[config.mk]
export PLATFORM = sky130hd
export DESIGN_NAME = noc_node_ni_flat
export DESIGN_NICKNAME = d
export VERILOG_FILES = /design/src/rtl/noc_pkg.sv /design/src/rtl/noc_node_ni_if.sv /design/src/rtl/noc_sync_fifo.sv /design/src/rtl/noc_node_ni.sv /design/src/flat_wrapper.sv
export SDC_FILE = /design/constraint.sdc
export NUM_CORES = 1
export LEC_CHECK = 0
export CORE_MARGIN = 5
export CORE_UTILIZATION = 42
export CTS_CLUSTER_SIZE = 40
export DETAILED_ROUTE_END_ITERATION = 8
export GPL_ROUTABILITY_DRIVEN = 1
export SLEW_MARGIN = 20
export SYNTH_ARGS = -nofsm -noshare
export SYNTH_HDL_FRONTEND = slang
export SYNTH_SLANG_ARGS = --single-unit
[constraint.sdc]
create_clock -name clk -period 3.09 [get_ports clk]
set_clock_uncertainty 0.05 [all_clocks]
set_input_delay 0.4635 -clock clk [delete_from_list [all_inputs] [get_ports clk]]
set_output_delay 0.4635 -clock clk [all_outputs]
set_load 0.01 [all_outputs]
[src/rtl/noc_pkg.sv]
// Shared NoC definitions: default field widths, flit layout and header helpers
// used by the node network interface and the router.
package noc_pkg;

  localparam int unsigned NOC_CLUSTER_W = 2;
  localparam int unsigned NOC_LOCAL_W   = 2;
  localparam int unsigned NOC_DATA_W    = 16;
  localparam int unsigned NOC_HDR_W     = NOC_CLUSTER_W + NOC_LOCAL_W;
  localparam int unsigned NOC_FLIT_W    = NOC_HDR_W + NOC_DATA_W;

  // Flit layout, MSB first: destination cluster, destination local id, payload
  typedef struct packed {
    logic [NOC_CLUSTER_W-1:0] dst_cluster;
    logic [NOC_LOCAL_W-1:0]   dst_local;
    logic [NOC_DATA_W-1:0]    payload;
  } noc_flit_t;

  function automatic noc_flit_t noc_pack(input logic [NOC_CLUSTER_W-1:0] dst_cluster,
                                         input logic [NOC_LOCAL_W-1:0]   dst_local,
                                         input logic [NOC_DATA_W-1:0]    payload);
    noc_flit_t f;
    f.dst_cluster = dst_cluster;
    f.dst_local   = dst_local;
    f.payload     = payload;
    return f;
  endfunction

  function automatic logic [NOC_HDR_W-1:0] noc_dst(input noc_flit_t f);
    return {f.dst_cluster, f.dst_local};
  endfunction

  function automatic logic [NOC_DATA_W-1:0] noc_payload(input noc_flit_t f);
    return f.payload;
  endfunction

endpackage

[src/rtl/noc_node_ni_if.sv]
// PE-side and router-local-port handshake signals of the node network interface.
interface noc_node_ni_if #(
  parameter int unsigned CLUSTER_W = 2,
  parameter int unsigned LOCAL_W   = 2,
  parameter int unsigned DATA_W    = 16
);
  localparam int unsigned FLIT_W = CLUSTER_W + LOCAL_W + DATA_W;

  logic [DATA_W-1:0]    pe_tx_data;
  logic [CLUSTER_W-1:0] pe_tx_dst_cluster;
  logic [LOCAL_W-1:0]   pe_tx_dst_local;
  logic                 pe_tx_valid;
  logic                 pe_tx_ready;
  logic [FLIT_W-1:0]    rtr_tx_flit;
  logic                 rtr_tx_valid;
  logic                 rtr_credit_in;
  logic [FLIT_W-1:0]    rtr_rx_flit;
  logic                 rtr_rx_valid;
  logic                 rtr_credit_out;
  logic [DATA_W-1:0]    pe_rx_data;
  logic                 pe_rx_valid;
  logic                 pe_rx_ready;

  // Network interface side
  modport slave (
    input  pe_tx_data, pe_tx_dst_cluster, pe_tx_dst_local, pe_tx_valid,
    output pe_tx_ready,
    output rtr_tx_flit, rtr_tx_valid,
    input  rtr_credit_in, rtr_rx_flit, rtr_rx_valid,
    output rtr_credit_out,
    output pe_rx_data, pe_rx_valid,
    input  pe_rx_ready
  );

  // PE plus router side
  modport master (
    output pe_tx_data, pe_tx_dst_cluster, pe_tx_dst_local, pe_tx_valid,
    input  pe_tx_ready,
    input  rtr_tx_flit, rtr_tx_valid,
    output rtr_credit_in, rtr_rx_flit, rtr_rx_valid,
    input  rtr_credit_out,
    input  pe_rx_data, pe_rx_valid,
    output pe_rx_ready
  );
endinterface

[src/rtl/noc_sync_fifo.sv]
// Show-ahead synchronous FIFO; a push while full is accepted when a pop
// happens in the same cycle.
module noc_sync_fifo #(
  parameter int unsigned DEPTH = 4,
  parameter int unsigned WIDTH = 8
) (
  input  logic             clk,
  input  logic             rst,
  input  logic             push,
  input  logic [WIDTH-1:0] wr_data,
  input  logic             pop,
  output logic [WIDTH-1:0] rd_data_c,
  output logic             full_c,
  output logic             empty_c
);
  localparam int unsigned AW = $clog2(DEPTH);
  localparam int unsigned PW = AW + 1;

  logic [WIDTH-1:0] mem_q [DEPTH];
  logic [WIDTH-1:0] mem_d [DEPTH];
  logic [PW-1:0]    wr_ptr_q, wr_ptr_d;
  logic [PW-1:0]    rd_ptr_q, rd_ptr_d;
  logic             do_push_c, do_pop_c;

  // Extra wrap bit on the pointers distinguishes full from empty
  assign empty_c   = (wr_ptr_q == rd_ptr_q);
  assign full_c    = (wr_ptr_q[AW-1:0] == rd_ptr_q[AW-1:0]) && (wr_ptr_q[AW] != rd_ptr_q[AW]);
  assign do_pop_c  = pop & ~empty_c;
  assign do_push_c = push & (~full_c | do_pop_c);
  assign rd_data_c = mem_q[rd_ptr_q[AW-1:0]];

  always_comb begin
    mem_d    = mem_q;
    wr_ptr_d = wr_ptr_q;
    rd_ptr_d = rd_ptr_q;
    if (do_push_c) begin
      mem_d[wr_ptr_q[AW-1:0]] = wr_data;
      wr_ptr_d                = wr_ptr_q + PW'(1);
    end
    if (do_pop_c) begin
      rd_ptr_d = rd_ptr_q + PW'(1);
    end
  end

  always_ff @(posedge clk) begin
    if (rst) begin
      wr_ptr_q <= '0;
      rd_ptr_q <= '0;
    end else begin
      wr_ptr_q <= wr_ptr_d;
      rd_ptr_q <= rd_ptr_d;
    end
  end

  // Storage needs no reset: contents are only visible through valid pointers
  always_ff @(posedge clk) begin
    mem_q <= mem_d;
  end

endmodule

[src/rtl/noc_node_ni.sv]
// Node network interface: packs PE traffic into flits, injects them under
// router credit flow control, buffers ejected flits and returns credits.
module noc_node_ni
  import noc_pkg::*;
#(
  parameter int unsigned CLUSTER_W   = NOC_CLUSTER_W,
  parameter int unsigned LOCAL_W     = NOC_LOCAL_W,
  parameter int unsigned DATA_W      = NOC_DATA_W,
  parameter int unsigned INJ_DEPTH   = 4,
  parameter int unsigned EJ_DEPTH    = 4,
  parameter int unsigned RTR_CREDITS = 4,
  parameter int unsigned CNT_W       = 16
) (
  input  logic                 clk,
  input  logic                 rst,
  input  logic [CLUSTER_W-1:0] my_cluster,
  input  logic [LOCAL_W-1:0]   my_local,
  noc_node_ni_if.slave         bus,
  output logic                 ovf_err,
  output logic                 misroute_err,
  output logic                 credit_err,
  output logic [CNT_W-1:0]     inj_count,
  output logic [CNT_W-1:0]     ej_count
);
  localparam int unsigned FLIT_W = CLUSTER_W + LOCAL_W + DATA_W;
  localparam int unsigned CRED_W = $clog2(RTR_CREDITS + 1);
  localparam logic [CRED_W-1:0] CRED_MAX = CRED_W'(RTR_CREDITS);

  logic              inj_full_c, inj_empty_c, ej_full_c, ej_empty_c;
  logic [FLIT_W-1:0] inj_head_c;
  logic [DATA_W-1:0] ej_head_c;
  logic              inj_push_c, send_c, ej_pop_c;

  logic [CRED_W-1:0] credit_q, credit_d;
  logic              tx_valid_q, tx_valid_d;
  logic [FLIT_W-1:0] tx_flit_q, tx_flit_d;
  logic              credit_out_q, credit_out_d;
  logic              ovf_q, ovf_d;
  logic              misroute_q, misroute_d;
  logic              credit_err_q, credit_err_d;
  logic [CNT_W-1:0]  inj_count_q, inj_count_d;
  logic [CNT_W-1:0]  ej_count_q, ej_count_d;

  // Ready/valid toward the PE come from FIFO state only (plus reset hold-off)
  assign bus.pe_tx_ready = ~inj_full_c & ~rst;
  assign bus.pe_rx_valid = ~ej_empty_c;
  assign bus.pe_rx_data  = ej_head_c;

  assign inj_push_c = bus.pe_tx_valid & bus.pe_tx_ready;
  assign send_c     = ~inj_empty_c & (credit_q != '0);
  assign ej_pop_c   = ~ej_empty_c & bus.pe_rx_ready;

  noc_sync_fifo #(.DEPTH(INJ_DEPTH), .WIDTH(FLIT_W)) u_inj_fifo (
    .clk       (clk),
    .rst       (rst),
    .push      (inj_push_c),
    .wr_data   ({bus.pe_tx_dst_cluster, bus.pe_tx_dst_local, bus.pe_tx_data}),
    .pop       (send_c),
    .rd_data_c (inj_head_c),
    .full_c    (inj_full_c),
    .empty_c   (inj_empty_c)
  );

  // The header is checked on arrival, so only the payload is buffered
  noc_sync_fifo #(.DEPTH(EJ_DEPTH), .WIDTH(DATA_W)) u_ej_fifo (
    .clk       (clk),
    .rst       (rst),
    .push      (bus.rtr_rx_valid),
    .wr_data   (bus.rtr_rx_flit[DATA_W-1:0]),
    .pop       (ej_pop_c),
    .rd_data_c (ej_head_c),
    .full_c    (ej_full_c),
    .empty_c   (ej_empty_c)
  );

  always_comb begin
    credit_d     = credit_q;
    tx_valid_d   = send_c;
    tx_flit_d    = tx_flit_q;
    credit_out_d = ej_pop_c;
    ovf_d        = ovf_q;
    misroute_d   = misroute_q;
    credit_err_d = credit_err_q;
    inj_count_d  = inj_count_q;
    ej_count_d   = ej_count_q;

    if (send_c) begin
      tx_flit_d   = inj_head_c;
      inj_count_d = inj_count_q + CNT_W'(1);
    end
    if (ej_pop_c) begin
      ej_count_d = ej_count_q + CNT_W'(1);
    end

    // Send and credit return in the same cycle cancel out
    case ({send_c, bus.rtr_credit_in})
      2'b10: credit_d = credit_q - CRED_W'(1);
      2'b01: begin
        if (credit_q == CRED_MAX) credit_err_d = 1'b1;
        else                      credit_d     = credit_q + CRED_W'(1);
      end
      default: ;
    endcase

    if (bus.rtr_rx_valid) begin
      if (bus.rtr_rx_flit[FLIT_W-1:DATA_W] != {my_cluster, my_local}) misroute_d = 1'b1;
      if (ej_full_c & ~ej_pop_c) ovf_d = 1'b1;
    end
  end

  always_ff @(posedge clk) begin
    if (rst) begin
      credit_q     <= CRED_MAX;
      tx_valid_q   <= 1'b0;
      tx_flit_q    <= '0;
      credit_out_q <= 1'b0;
      ovf_q        <= 1'b0;
      misroute_q   <= 1'b0;
      credit_err_q <= 1'b0;
      inj_count_q  <= '0;
      ej_count_q   <= '0;
    end else begin
      credit_q     <= credit_d;
      tx_valid_q   <= tx_valid_d;
      tx_flit_q    <= tx_flit_d;
      credit_out_q <= credit_out_d;
      ovf_q        <= ovf_d;
      misroute_q   <= misroute_d;
      credit_err_q <= credit_err_d;
      inj_count_q  <= inj_count_d;
      ej_count_q   <= ej_count_d;
    end
  end

  assign bus.rtr_tx_valid   = tx_valid_q;
  assign bus.rtr_tx_flit    = tx_flit_q;
  assign bus.rtr_credit_out = credit_out_q;
  assign ovf_err            = ovf_q;
  assign misroute_err       = misroute_q;
  assign credit_err         = credit_err_q;
  assign inj_count          = inj_count_q;
  assign ej_count           = ej_count_q;

endmodule
[src/flat_wrapper.sv]
// flat-port wrapper written by rule: the top's interface ports become plain ports
module noc_node_ni_flat import noc_pkg::*;
#(
  parameter int unsigned CLUSTER_W   = NOC_CLUSTER_W,
  parameter int unsigned LOCAL_W     = NOC_LOCAL_W,
  parameter int unsigned DATA_W      = NOC_DATA_W,
  parameter int unsigned INJ_DEPTH   = 4,
  parameter int unsigned EJ_DEPTH    = 4,
  parameter int unsigned RTR_CREDITS = 4,
  parameter int unsigned CNT_W       = 16
)
  (clk, rst, my_cluster, my_local, ovf_err, misroute_err, credit_err, inj_count, ej_count, bus_pe_tx_data, bus_pe_tx_dst_cluster, bus_pe_tx_dst_local, bus_pe_tx_valid, bus_pe_tx_ready, bus_rtr_tx_flit, bus_rtr_tx_valid, bus_rtr_credit_in, bus_rtr_rx_flit, bus_rtr_rx_valid, bus_rtr_credit_out, bus_pe_rx_data, bus_pe_rx_valid, bus_pe_rx_ready);
  noc_node_ni_if #(.CLUSTER_W(CLUSTER_W), .LOCAL_W(LOCAL_W), .DATA_W(DATA_W)) bus_i ();
  input  logic clk;
  input  logic rst;
  input  logic [CLUSTER_W-1:0] my_cluster;
  input  logic [LOCAL_W-1:0] my_local;
  output logic ovf_err;
  output logic misroute_err;
  output logic credit_err;
  output logic [CNT_W-1:0] inj_count;
  output logic [CNT_W-1:0] ej_count;
  input wire logic [$bits(bus_i.pe_tx_data)-1:0] bus_pe_tx_data;
  input wire logic [$bits(bus_i.pe_tx_dst_cluster)-1:0] bus_pe_tx_dst_cluster;
  input wire logic [$bits(bus_i.pe_tx_dst_local)-1:0] bus_pe_tx_dst_local;
  input wire logic [$bits(bus_i.pe_tx_valid)-1:0] bus_pe_tx_valid;
  output wire logic [$bits(bus_i.pe_tx_ready)-1:0] bus_pe_tx_ready;
  output wire logic [$bits(bus_i.rtr_tx_flit)-1:0] bus_rtr_tx_flit;
  output wire logic [$bits(bus_i.rtr_tx_valid)-1:0] bus_rtr_tx_valid;
  input wire logic [$bits(bus_i.rtr_credit_in)-1:0] bus_rtr_credit_in;
  input wire logic [$bits(bus_i.rtr_rx_flit)-1:0] bus_rtr_rx_flit;
  input wire logic [$bits(bus_i.rtr_rx_valid)-1:0] bus_rtr_rx_valid;
  output wire logic [$bits(bus_i.rtr_credit_out)-1:0] bus_rtr_credit_out;
  output wire logic [$bits(bus_i.pe_rx_data)-1:0] bus_pe_rx_data;
  output wire logic [$bits(bus_i.pe_rx_valid)-1:0] bus_pe_rx_valid;
  input wire logic [$bits(bus_i.pe_rx_ready)-1:0] bus_pe_rx_ready;
  assign bus_i.pe_tx_data = bus_pe_tx_data;
  assign bus_i.pe_tx_dst_cluster = bus_pe_tx_dst_cluster;
  assign bus_i.pe_tx_dst_local = bus_pe_tx_dst_local;
  assign bus_i.pe_tx_valid = bus_pe_tx_valid;
  assign bus_pe_tx_ready = bus_i.pe_tx_ready;
  assign bus_rtr_tx_flit = bus_i.rtr_tx_flit;
  assign bus_rtr_tx_valid = bus_i.rtr_tx_valid;
  assign bus_i.rtr_credit_in = bus_rtr_credit_in;
  assign bus_i.rtr_rx_flit = bus_rtr_rx_flit;
  assign bus_i.rtr_rx_valid = bus_rtr_rx_valid;
  assign bus_rtr_credit_out = bus_i.rtr_credit_out;
  assign bus_pe_rx_data = bus_i.pe_rx_data;
  assign bus_pe_rx_valid = bus_i.pe_rx_valid;
  assign bus_i.pe_rx_ready = bus_pe_rx_ready;
  noc_node_ni #(.CLUSTER_W(CLUSTER_W), .LOCAL_W(LOCAL_W), .DATA_W(DATA_W), .INJ_DEPTH(INJ_DEPTH), .EJ_DEPTH(EJ_DEPTH), .RTR_CREDITS(RTR_CREDITS), .CNT_W(CNT_W)) u_core (.clk(clk), .rst(rst), .my_cluster(my_cluster), .my_local(my_local), .bus(bus_i), .ovf_err(ovf_err), .misroute_err(misroute_err), .credit_err(credit_err), .inj_count(inj_count), .ej_count(ej_count));
endmodule
==> impl_metrics.csv <==
group,metric,value,unit
clock_tree,path_clk_slew,0.06,ns
clock_tree,root_buffer,"clkbuf_16",
global_route,grt.overflow.total,0,
timing,rsz0062_at_grt,"no",
yosys,ys_ff_latch,216,
global_route,grt_pass1_vias,5617,
clock_tree,hold_buffers,0,
clock_tree,cts_tree,"done",
setup_path,worst_setup_path_end_kind,"output pin",
setup_path,crit_arrival,2.28,ns
clock_tree,cts_num_sinks,216,
timing,slew_headroom,43.5,%
route,routed_wl,18000,µm
yosys,syn_area,0.00867,mm²
route,route.detailed.drc,0,
yosys,ys_async_sr_fraction,0,%
clock_tree,clockBufferDepth,3,
placement,pre_cts_ws,0.672,ns
power_and_ir_drop,p_per_area,781,mW/mm²
timing,finalCriticalPeriod,2.79,ns
route,vias,5466,
power_and_ir_drop,p_total,8690,µW
yosys,synth_edf_count,144,
global_route,grtUsageTotal,15.1,%
clock_tree,cts_setup_buffers,0,
setup_path,worst-path-max-fanout,10,
timing,maxSlewViolCount,0,
setup_path,cp-startpoint,"u_core.u_ej_fifo.rd_ptr_q[0]$_SDFFE_PP0P_",
timing,max_slew.worst_pin.slew,0.843,ns
setup_path,criticalPathCategory,"flip-flop to output pin",
clock_tree,clock_latency,0.50,ns
timing,fin_crit_sh,90.4,%
floorplan,start_util,42.7,%
timing,fmax,358,MHz
setup_path,r2r-start,"u_core.u_inj_fifo.wr_ptr_q[0]$_SDFFE_PP0P_",
clock_tree,cts_buffers,23,
route,drt_pass1_iterations,4,
final_layout,n_antenna_cell,0,
yosys,ys_warn_count,0,
power_and_ir_drop,irDropWorstVdd,0.000459,V
final_layout,area_growth,28.4,%
yosys,ys.flop_type,"edfxtp_1",
setup_path,startpoint_type,"flip-flop",
placement,gp_congestion,0.820,
timing,setup-tns-final,0,ns
placement,dp_hpwl,11600,µm
final_layout,final_nets,802,
floorplan,rows,52,
floorplan,die_area,0.0236,mm²
flow_run,drv_cap,0,
power_and_ir_drop,leakagePower,0.00365,µW
global_route,grt_max_degree,64,
yosys,synth_cells,600,
floorplan,die_h,154,µm
final_layout,drive_gt1_share,14.6,%
run_status,status,"completed",
timing,layout_setup_ws,0.296,ns
yosys,synth.distinct_cells,49,
floorplan,die-width,154,µm
yosys,seq_area_frac_synth,66.5,%
floorplan,core,0.0203,mm²
final_layout,nFillCells,1692,
timing,setup_viol,0,
yosys,syn-num-nets,663,
floorplan,num_io_pins,125,
final_layout,fin_util,54.8,%
setup_path,worstPathRequired,2.58,ns
clock_tree,cts.repair.resized,0,
route,first_iter_violations,234,
route,wire_per_inst,17.6,µm
yosys,syn_avg_cell_area,14.4,µm²
global_route,grt_pass1_wl,29500,µm
placement,portBuffers,124,
min_path,min_from,"rst",
route,routed_via_density,5.33,
clock_tree,h-tree-depth,1,
global_route,antenna_found_initial,0,
route,antenna_left,0,
min_path,hold_path_class,"primary input to flip-flop",
timing,finalHoldViolCount,0,
==> area by class of cell <==
cell class / count / area, µm² / area share, %
multi-input cells: 339 / 2730 / 24.6
inverters: 16 / 60.1 / 0.540
flip-flops and latches: 216 / 5770 / 51.8
well taps: 270 / 338 / 3.04
clock inverters: 18 / 275 / 2.47
clock buffers: 24 / 579 / 5.20
repair buffers: 143 / 1380 / 12.4
==> per-layer routing <==
metal | GRT usage [%] | vias to the layer above | part of all wire [%]
li1 | - | 2579 | -
met2 | 26.3 | 144 | 51
met1 | 19.1 | 2718 | 42
met4 | 3.62 | 0 | 1.5
met3 | 3.68 | 25 | 5.6
met5 | 0 | - | 0
==> per-stage QoR <==
| stage | instance area (µm²) | hold WS [ns] | cells |
|---|---|---|---|
| 2_1_floorplan | 8670 | 0.431 | 600 |
| 5_1_grt | 11100 | 0.300 | 1026 |
| 4_1_cts | 11100 | 0.275 | 1026 |
| 3_5_place_dp | 10300 | 0.398 | 984 |
| 6_report | 11100 | 0.310 | 1026 |
| 3_3_place_gp | 10300 | 0.395 | 984 |
==> cells in the mapped netlist, types with 2 or more instances <==
cell       count  share of area [%]
clkbuf_1      18               0.78
o21ai_0       15               0.87
nand4_1        9               0.65
dfxtp_1       72                 17
or4_1         13                1.1
o31ai_1       14                1.2
edfxtp_1     144                 50
ha_1          12                1.7
nor2b_1        2               0.14
buf_2          5               0.29
mux2_2         2               0.26
xor2_2         5               0.94
buf_1          3               0.13
mux4_2        36                9.4
nor4_1         4               0.29
o41ai_1        2               0.20
xnor2_1       12                1.2
inv_1         16               0.69
a211oi_1       2               0.17
nand2_1       60                2.6
nor3_1         4               0.23
a2bb2oi_1      2               0.20
a21oi_1       52                3.0
nand3_1        7               0.40
and4_1         5               0.51
o311ai_0       2               0.20
nor2_1        29                1.3
and2_1         5               0.36
o31ai_2        2               0.29
mux2i_1        3               0.35
or3_1         14                1.0
a31oi_1        6               0.43
xor2_1         7               0.71
==> final timing paths <==
check	cells after the start	end	slack, ns
worst min register to register	2	u_core.bus.rtr_tx_flit[15]$_SDFFE_PP0P_	0.40
worst max register to register	7	u_core.credit_q[1]$_SDFFE_PP0P_	0.90
worst min-delay path	2	u_core.u_inj_fifo.wr_ptr_q[0]$_SDFFE_PP0P_	0.31
worst max-delay path	5	bus_pe_rx_valid	0.30
==> worst max-delay path: stages (launching register included) <==
cell and delay [ns]:
dfxtp_1 0.31, buf_4 0.20, xor2_2 0.20, nor3_2 0.51, inv_1 0.08, clkdlybuf4s50_1 0.49
==> registers in the layout, indices dropped and copies added (netlist names) <==
name and flops:
u_core.u_inj_fifo.mem_q 80, u_core.u_ej_fifo.mem_q 64, u_core.bus.rtr_tx_flit 20, u_core.ej_count 16
u_core.inj_count 16, u_core.credit_q 3, u_core.u_ej_fifo.rd_ptr_q 3, u_core.u_ej_fifo.wr_ptr_q 3
u_core.u_inj_fifo.rd_ptr_q 3, u_core.u_inj_fifo.wr_ptr_q 3, u_core.bus.rtr_credit_out 1, u_core.bus.rtr_tx_valid 1
u_core.credit_err 1, u_core.misroute_err 1, u_core.ovf_err 1
==> layout by cell type (no fill, tap or decap), types with 15 or more instances in the layout <==
| cell type | Yosys | layout |
|---|---|---|
| o21ai_0 | 15 | 15 |
| dfxtp_1 | 72 | 71 |
| mux4_2 | 36 | 36 |
| edfxtp_1 | 144 | 144 |
| a21oi_1 | 52 | 52 |
| nor2_1 | 29 | 29 |
| inv_1 | 16 | 16 |
| nand2_1 | 60 | 60 |
| buf_4 | 1 | 19 |
| clkbuf_16 | 0 | 23 |
| clkdlybuf4s50_1 | 0 | 123 |
==> cells by family (layout without fill, tap and decap cells) <==
family | after synthesis | after routing | share of synthesized area [%]
DFF | 216 | 216 | 66.5
AOI/OAI and AO/OA | 105 | 105 | 7.57
xor gates and xnor gates | 24 | 24 | 2.86
and+or+nand+nor | 156 | 156 | 8.95
adders and majority gates | 13 | 13 | 1.96
buffers and inverters | 45 | 201 | 2.17
muxes | 41 | 41 | 9.96
==> where the power goes <==
part	internal, µW	total, µW	switching, µW
Sequential	3350	3520	163
Clock	1950	3050	1090
Combinational	1030	2130	1100
(Power assumes the default switching activity.)
